[config.mk]
export PLATFORM = sky130hd
export DESIGN_NAME = uart_loader
export DESIGN_NICKNAME = d
export VERILOG_FILES = /design/src/rtl/uart_loader_pkg.sv /design/src/rtl/loader_timeout.sv /design/src/rtl/uart_loader.sv
export SDC_FILE = /design/constraint.sdc
export NUM_CORES = 1
export LEC_CHECK = 0
export CAP_MARGIN = 20
export CORE_MARGIN = 2
export CORE_UTILIZATION = 35
export CTS_CLUSTER_SIZE = 30
export DETAILED_ROUTE_END_ITERATION = 8
export GPL_TIMING_DRIVEN = 1
export PLACE_DENSITY_LB_ADDON = 0.1
export SYNTH_ARGS = -nofsm -noshare
export SYNTH_HDL_FRONTEND = slang
export SYNTH_SLANG_ARGS = --single-unit
[constraint.sdc]
create_clock -name clk -period 2.3 [get_ports clk]
set_input_delay 0.23 -clock clk [delete_from_list [all_inputs] [get_ports clk]]
set_output_delay 0.23 -clock clk [all_outputs]
set_load 0.02 [all_outputs]
[src/rtl/uart_loader_pkg.sv]
// Shared loader definitions: default widths, record markers and FSM state encodings.
// Used by uart_loader (build option UART_LOADER_CHECKSUM_EN adds the ST_CHK state).
package uart_loader_pkg;

  localparam int          DEF_ADDR_W      = 12;
  localparam int          DEF_DATA_W      = 32;
  localparam logic [7:0]  DEF_SYNC_BYTE   = 8'h55;
  localparam logic [11:0] DEF_END_ADDR    = 12'hFFF;
  localparam int          DEF_TIMEOUT_CYC = 100000;

  typedef enum logic [2:0] {
    ST_IDLE  = 3'd0,
    ST_ADDR  = 3'd1,
    ST_DATA  = 3'd2,
    ST_CHK   = 3'd3,
    ST_WRITE = 3'd4,
    ST_DONE  = 3'd5
  } ld_state_t;

  function automatic logic [7:0] sat_inc8(input logic [7:0] v);
    return (v == 8'hFF) ? v : v + 8'd1;
  endfunction

endpackage

[src/rtl/loader_timeout.sv]
// Inter-byte watchdog: counts enabled cycles since the last clear and flags the
// cycle on which the count reaches TIMEOUT_CYC-1.
module loader_timeout #(
  parameter int TIMEOUT_CYC = 100000
) (
  input  logic clk,
  input  logic reset,
  input  logic clear,
  input  logic enable,
  output logic expire
);

  localparam int              CNT_W = $clog2(TIMEOUT_CYC);
  localparam logic [CNT_W-1:0] LAST = CNT_W'(TIMEOUT_CYC - 1);
  localparam logic [CNT_W-1:0] ONE  = CNT_W'(1);

  logic [CNT_W-1:0] cnt;

  // Expiry wins over a same-cycle clear, so a byte on that cycle is lost.
  assign expire = enable && (cnt == LAST);

  always_ff @(posedge clk or negedge reset) begin
    if (!reset) begin
      cnt <= '0;
    end else if (clear || expire) begin
      cnt <= '0;
    end else if (enable) begin
      cnt <= cnt + ONE;
    end
  end

endmodule

[src/rtl/uart_loader.sv]
// UART image loader: parses SYNC/addr/data records into RAM writes and raises
// load_done on the END_ADDR record. Option macro: UART_LOADER_CHECKSUM_EN.
module uart_loader
  import uart_loader_pkg::*;
#(
  parameter int                ADDR_W      = DEF_ADDR_W,
  parameter int                DATA_W      = DEF_DATA_W,
  parameter logic [7:0]        SYNC_BYTE   = DEF_SYNC_BYTE,
  parameter logic [ADDR_W-1:0] END_ADDR    = ADDR_W'(DEF_END_ADDR),
  parameter int                TIMEOUT_CYC = DEF_TIMEOUT_CYC
) (
  input  logic              clk,
  input  logic              reset,
  input  logic [7:0]        rx_data,
  input  logic              rx_ready,
  input  logic              rearm,
  output logic [ADDR_W-1:0] mem_addr,
  output logic [DATA_W-1:0] mem_wdata,
  output logic              mem_we,
  output logic              busy,
  output logic              load_done,
  output logic [7:0]        err_count,
  output logic [2:0]        dbg_state
);

  localparam int NBYTES = DATA_W / 8;
  localparam int BCNT_W = $clog2(NBYTES) + 1;
  localparam logic [BCNT_W-1:0] BCNT_ADDR_LAST = BCNT_W'(1);
  localparam logic [BCNT_W-1:0] BCNT_DATA_LAST = BCNT_W'(NBYTES - 1);
  localparam logic [BCNT_W-1:0] BCNT_ONE       = BCNT_W'(1);

  // Handshake: rx_ready is a one-cycle strobe qualifying rx_data; there is no
  // back-pressure, a byte not consumed in its strobe cycle is gone.
  ld_state_t         state, next_state;
  logic [BCNT_W-1:0] bcnt;
  logic [ADDR_W-1:0] addr_q, addr_d;
  logic [DATA_W-1:0] data_q, data_d;
  logic              timed, expire, err_inc;
`ifdef UART_LOADER_CHECKSUM_EN
  logic [7:0]        chk_q;
`endif

  assign timed = (state == ST_ADDR) || (state == ST_DATA) || (state == ST_CHK);

  loader_timeout #(.TIMEOUT_CYC(TIMEOUT_CYC)) u_timeout (
    .clk    (clk),
    .reset  (reset),
    .clear  (rx_ready || !timed),
    .enable (timed),
    .expire (expire)
  );

  always_comb begin
    next_state = state;
    err_inc    = 1'b0;
    addr_d     = addr_q;
    data_d     = data_q;
    if (rx_ready && (state == ST_ADDR)) addr_d = ADDR_W'({addr_q, rx_data});
    if (rx_ready && (state == ST_DATA)) data_d = DATA_W'({data_q, rx_data});
    case (state)
      ST_IDLE: begin
        if (rx_ready && (rx_data == SYNC_BYTE)) next_state = ST_ADDR;
      end
      ST_ADDR: begin
        if (expire) begin
          next_state = ST_IDLE;
          err_inc    = 1'b1;
        end else if (rx_ready && (bcnt == BCNT_ADDR_LAST)) begin
`ifdef UART_LOADER_CHECKSUM_EN
          next_state = (addr_d == END_ADDR) ? ST_CHK : ST_DATA;
`else
          next_state = (addr_d == END_ADDR) ? ST_DONE : ST_DATA;
`endif
        end
      end
      ST_DATA: begin
        if (expire) begin
          next_state = ST_IDLE;
          err_inc    = 1'b1;
        end else if (rx_ready && (bcnt == BCNT_DATA_LAST)) begin
`ifdef UART_LOADER_CHECKSUM_EN
          next_state = ST_CHK;
`else
          next_state = ST_WRITE;
`endif
        end
      end
`ifdef UART_LOADER_CHECKSUM_EN
      ST_CHK: begin
        if (expire) begin
          next_state = ST_IDLE;
          err_inc    = 1'b1;
        end else if (rx_ready) begin
          if (rx_data == chk_q) begin
            next_state = (addr_q == END_ADDR) ? ST_DONE : ST_WRITE;
          end else begin
            next_state = ST_IDLE;
            err_inc    = 1'b1;
          end
        end
      end
`endif
      ST_WRITE: begin
        next_state = (rx_ready && (rx_data == SYNC_BYTE)) ? ST_ADDR : ST_IDLE;
      end
      ST_DONE: begin
        if (rearm) next_state = ST_IDLE;
      end
      default: next_state = ST_IDLE;
    endcase
  end

  always_ff @(posedge clk or negedge reset) begin
    if (!reset) begin
      state     <= ST_IDLE;
      bcnt      <= '0;
      addr_q    <= '0;
      data_q    <= '0;
      mem_addr  <= '0;
      mem_wdata <= '0;
      err_count <= '0;
    end else begin
      state  <= next_state;
      addr_q <= addr_d;
      data_q <= data_d;
      if (next_state != state) begin
        bcnt <= '0;
      end else if (rx_ready && ((state == ST_ADDR) || (state == ST_DATA))) begin
        bcnt <= bcnt + BCNT_ONE;
      end
      // Write port registers only change on entry to WRITE, so they hold otherwise.
      if (next_state == ST_WRITE) begin
        mem_addr  <= addr_d;
        mem_wdata <= data_d;
      end
      if (err_inc) err_count <= sat_inc8(err_count);
    end
  end

`ifdef UART_LOADER_CHECKSUM_EN
  always_ff @(posedge clk or negedge reset) begin
    if (!reset) begin
      chk_q <= '0;
    end else if ((next_state == ST_ADDR) && (state != ST_ADDR)) begin
      chk_q <= '0;
    end else if (rx_ready && ((state == ST_ADDR) || (state == ST_DATA))) begin
      chk_q <= chk_q ^ rx_data;
    end
  end
`endif

  assign mem_we    = (state == ST_WRITE);
  assign busy      = (state != ST_IDLE) && (state != ST_DONE);
  assign load_done = (state == ST_DONE);
  assign dbg_state = state;

endmodule

# == Yosys cells after proc, flatten, opt, wreduce, memory -nomap -nowiden ==
# Cells that the tools add are included.
# Widths: inputs -> output; s select.
# op_classes
add_sub_neg,3
eq_ne,14
mux,17
bitwise_logic,1
n_reduce_logical,19
# op_table
op,n
$mux 17,2
$mux 32,1
$mux 3,9
$add 17x1->17 const B,1
$eq 17x17->1 const B,1
$pmux 3 s5,1
$eq 12x12->1 const B,1
$mux 12,1
$eq 3x2->1 const B,3
$eq 3x3->1 const B,3
$add 8x1->8 const B,1
$eq 8x7->1 const B,1
$eq 8x8->1 const B,1
$logic_and 1x1->1,8
$eq 3x1->1 const B,2
$logic_or 1x1->1,4
$reduce_bool 2->1,2
$add 3x1->3 const B,1
$logic_not 3->1,1
$mux 1,3
$ne 3x3->1,1
$ne 3x3->1 const B,1
$reduce_bool 3->1,1
$reduce_and 2->1,1
3 further kinds,3
# totals
reg_bits,119
inputBits,12
out_inout_bits,58
elab_cells,62

# == Longest topological paths before layout ==
# depth
word_depth,10
depth_mapped,8
ltp_nobuf,7

# == Cells and area by module ==
# Synthesis repeated with hierarchy kept, for this count alone.
# hier_totals
hier_cells,381
area_unflattened_um2,5181.2
# modules_own_cells
module,instances,cells_each,area_each_um2,seq_area_each_um2
uart_loader,1,288,4272.8,2552.4
loader_timeout,1,93,908.4,425.4

# == Worst setup path after synthesis ==
# No wires, ideal clock.
# synth_timing
path_kind,flip-flop to flip-flop
start,"reg state[0], in the netlist dbg_state[0]"
end,reg mem_wdata[14]
setup_ps,125
arrival_ps,1940
required_ps,2175
slack_ps,235
stages_incl_launch_ff,7
cell_sequence,dfrtp_1 buf_2 or2b_1 nor2_1 buf_2 mux2_2 mux2_2
# synth_between
elab_cells_between_ends,23
cone_classes,eq/ne: 7; mux: 10; reduce/logical: 6
# synth_lines
item,line_no,rtl
from (decl),uart_loader.sv:34,"ld_state_t state, next_state;"
from (signal assigned),uart_loader.sv:123,state <= next_state;
$eq 3x2->1,uart_loader.sv:59,"if (rx_ready && (state == ST_DATA)) data_d = DATA_W'({data_q, rx_data});"
$logic_and 1x1->1,uart_loader.sv:59,
$mux 32,uart_loader.sv:59,
net data_d[14],uart_loader.sv:37,"logic [DATA_W-1:0] data_q, data_d;"
to (signal assigned),uart_loader.sv:134,mem_wdata <= data_d;
to (decl),uart_loader.sv:18,"output logic [DATA_W-1:0] mem_wdata,"
# The timed path passes the listed nets, and every way through them passes these cells.
# A chain may end at the register's enable or synchronous reset.

# == Worst setup path in the final report ==
# layout_timing
start,"reg state[2], in the netlist dbg_state[2]"
end,out busy
# layout_between
elab_chain_cells,2
elab_cells_between_ends,3
cone_classes,eq/ne: 1; reduce/logical: 2
# layout_lines
item,line_no,rtl
$ne 3x3->1 / $reduce_bool 3->1 (equally long branches),uart_loader.sv:153,assign busy = (state != ST_IDLE) && (state != ST_DONE);
$logic_and 1x1->1 *,uart_loader.sv:153,
to (decl),uart_loader.sv:20,"output logic busy,"
# Every way passes the cells marked *; elsewhere a longest branch is shown, timed or not.

==> run metrics <==
synthesized cell area=around 0.0051 mm²; Antenna diodes=0; final net count=487; DR WL/cell=15.79 µm; post-layout util=0.4687; largest net degree at the start of global routing=51; share of power burned in registers=0.413; fillers=about 1.3k; Clock Pin Slew Worst Setup and Hold Paths=0.05 ns; Final ANT Viol Nets=0; CTS tree=built; DP Cell Count=634; net switching fraction of the power=0.2501; syn avg cell area=13.55 µm²; Final setup viols=0; total CTS buffers=17; H-tree depth=4; most common cell after layout, fill and taps aside=dfrtp_1; Root Driver=clkbuf_16; part of the Yosys area used for sequential elements=0.5812; kind of critical path=flip-flop to output pin; Core Region=0.01442 mm²; cells along the critical path=buf_4, xnor2_1, nand2b_1, clkdlybuf4s50_1; top-area cell type share of the netlist area=0.5812; wire length of the first global-routing pass=between 15000 and 20000 µm; Int Power=0.004638 W; slowest CP cell=clkdlybuf4s50_1; I/O pins=70; Max-cap violations=0; Area Growth Syn to Fin=31.94%; biggest area consumer among synthesized cells=dfrtp_1; Post-Layout Cell Count=between 600 and 700; synth unique cells=45; Overflow after GRT=0; Final period util=0.9316; WP data arrival=1.91 ns; DR DRC count=0; post-CTS setup buffer count=0; EDFF count, synth=0; Post-synth ARST share=1.000; Mapped Nets=395; PD cells=914.7 mW/mm²; most frequent cells in the layout=dfrtp_1 (118), mux2_2 (85), clkdlybuf4s50_1 (67); die area=0.01562 mm²; Worst Setup Slack, final=~0.16 ns; Max Fclk=about 470 MHz; via/cell ratio=a little under 5; Mapped Cells=about 380; LEAKAGE=3.096 nW; worst vdd ir=0.5440 mV; startpoint type of the worst setup path=flip-flop; Max clock buf depth=2; slew margin rel.=0.6026; Max stage delay on crit path=0.62 ns; vias in the first global route=3421; Reg area=between 0.002 and 0.003 mm²; setup_tns=0 ns; kind of end point of the critical path=output pin; Setup Skew=around 0.0078 ns; pre-CTS setup slack=between 0.1 and 0.15 ns; Clock Latency Late Sink=a little over 0.4 ns; worst-margin pin slew=slightly below 0.6 ns; Final Hold Vio Count=0; critical path fanouts, max=9; count of input and output buffers=69; total wire length=10530 µm; worst endpoint required time=2.07 ns; DRT Pass-1 Iters=4; Hold/Removal Path Class=input port to asynchronous set/reset pin; Tmin final=2.143 ns; ranking of synthesized cells by area=dfrtp_1 (58%), mux2_2 (19%), xnor2_1 (2.2%); fraction of layout cells with a size suffix above 1=0.3126; routed via count=3242; ys flop type=dfrtp_1; Rows=44; Die Wd=125.0 µm; r2r worst-path depth=6; chip height=125.0 µm; P_sw=0.001546 W; Initial Utilization=0.3552; area of the multi-input gates=about 0.002 mm²; #FFs+latches synth=around 120; Slew Limit Fails=0; RSZ-0062 raised after global routing=false; GPL Wtd Cong=0.7591; clock share of power=0.450; Comb power frac=0.136; initial antenna violation count=0; drt initial violations=110; Yosys warnings=0; status=complete, no violations; detailed placement HPWL=between 7000 and 8000 µm; clock net sink count=between 100 and 150; Global Route Usage Sum=0.1451
## through the flow
stage,hold slack [ns],cell area (µm²),total power (W)
after global placement,0.2694,6117,0.003427
after CTS,0.3841,6756,0.006271
after global routing,0.4224,6760,0.006493
final,0.3634,6760,0.006184
after detailed placement,0.2764,6117,0.003449
after floorplan,-0.06559,5124,0.003102
## synth_stat cells (5+ instances only)
master   instances
and2_1           5
and3_1           8
and4_1           6
buf_2            7
buf_6            5
dfrtp_1        119
ha_1             5
mux2_2          85
nand2_1         16
nand3_1         13
nand4_1          9
nor2_1          25
o21ai_0          5
xnor2_1         13
xor2_1          12
## power groups by stage
stage	Combinational [W]	Sequential [W]	Clock, W
floorplan	0.000558	0.00254	0
global route	0.000939	0.00259	0.00296
detailed placement	0.000856	0.00259	0
global placement	0.000842	0.00259	0
finish	0.000844	0.00255	0.00279
CTS	0.000860	0.00256	0.00285
## flip-flops by register name, summed over array words and instances (netlist names)
register / count
bcnt: 3
data_q: 32
mem_addr: 12
u_timeout.cnt: 17
mem_wdata: 32
err_count: 8
addr_q: 12
dbg_state: 3
## cells by family (layout without fill, tap and decap cells)
group                    count (synthesis)  in the layout  share of synthesized area
adder cells (fa/ha/maj)                  5              5                    0.01221
buffers and inverters                   18            123                    0.02222
XOR/XNOR                                25             25                    0.04274
AO/OA/AOI/OAI                           18             18                    0.02735
flip-flops                             119            119                     0.5812
multiplexers                            90             90                     0.2005
AND/OR/NAND/NOR                        103            103                     0.1138
## what timing repair did
item,4_1_cts,5_1_grt
setup endpoints to repair,1,1
pin swaps,0,0
gates resized for setup,1,2
hold buffers,1,0
hold endpoints to repair,41,0
## layout make-up
type / count / area share
multi-input cells: 241 / 0.3022
clock buffers: 18 / 0.06348
inverters: 4 / 0.002221
repair buffers: 87 / 0.1281
flip-flops and latches: 119 / 0.4407
well taps: 184 / 0.03406
clock inverters: 14 / 0.02924
## routing by layer
| metal | up-vias | share of wire | global-route usage |
|---|---|---|---|
| met4 | 0 | 0.016 | 0.05882 |
| met1 | 1617 | 0.48 | 0.1979 |
| met2 | 76 | 0.45 | 0.2120 |
| met5 | - | 0 | 0 |
| met3 | 14 | 0.051 | 0.05092 |
| li1 | 1535 | - | - |
## critical path: cells and delay by family, from the launching register on
kind,cells,cell delay (ns)
simple gates,1,0.10
flops,1,0.46
buf+inv,2,0.82
xor+xnor,1,0.12
## final timing paths
| path | from | slack, ns | endpoint |
|---|---|---|---|
| worst max-delay path | dbg_state[2] | 0.16 | busy |
| worst max register to register | dbg_state[1] | 0.21 | mem_wdata[18] |
| worst min register to register | u_timeout.cnt[0] | 0.46 | u_timeout.cnt[0] |
| worst min-delay path | reset | 0.36 | u_timeout.cnt[13] |
| max in group asynchronous | reset | 1.14 | mem_wdata[31] |
| min in group clk | u_timeout.cnt[0] | 0.46 | u_timeout.cnt[0] |
No activity file was read; power rests on OpenSTA's default activity.
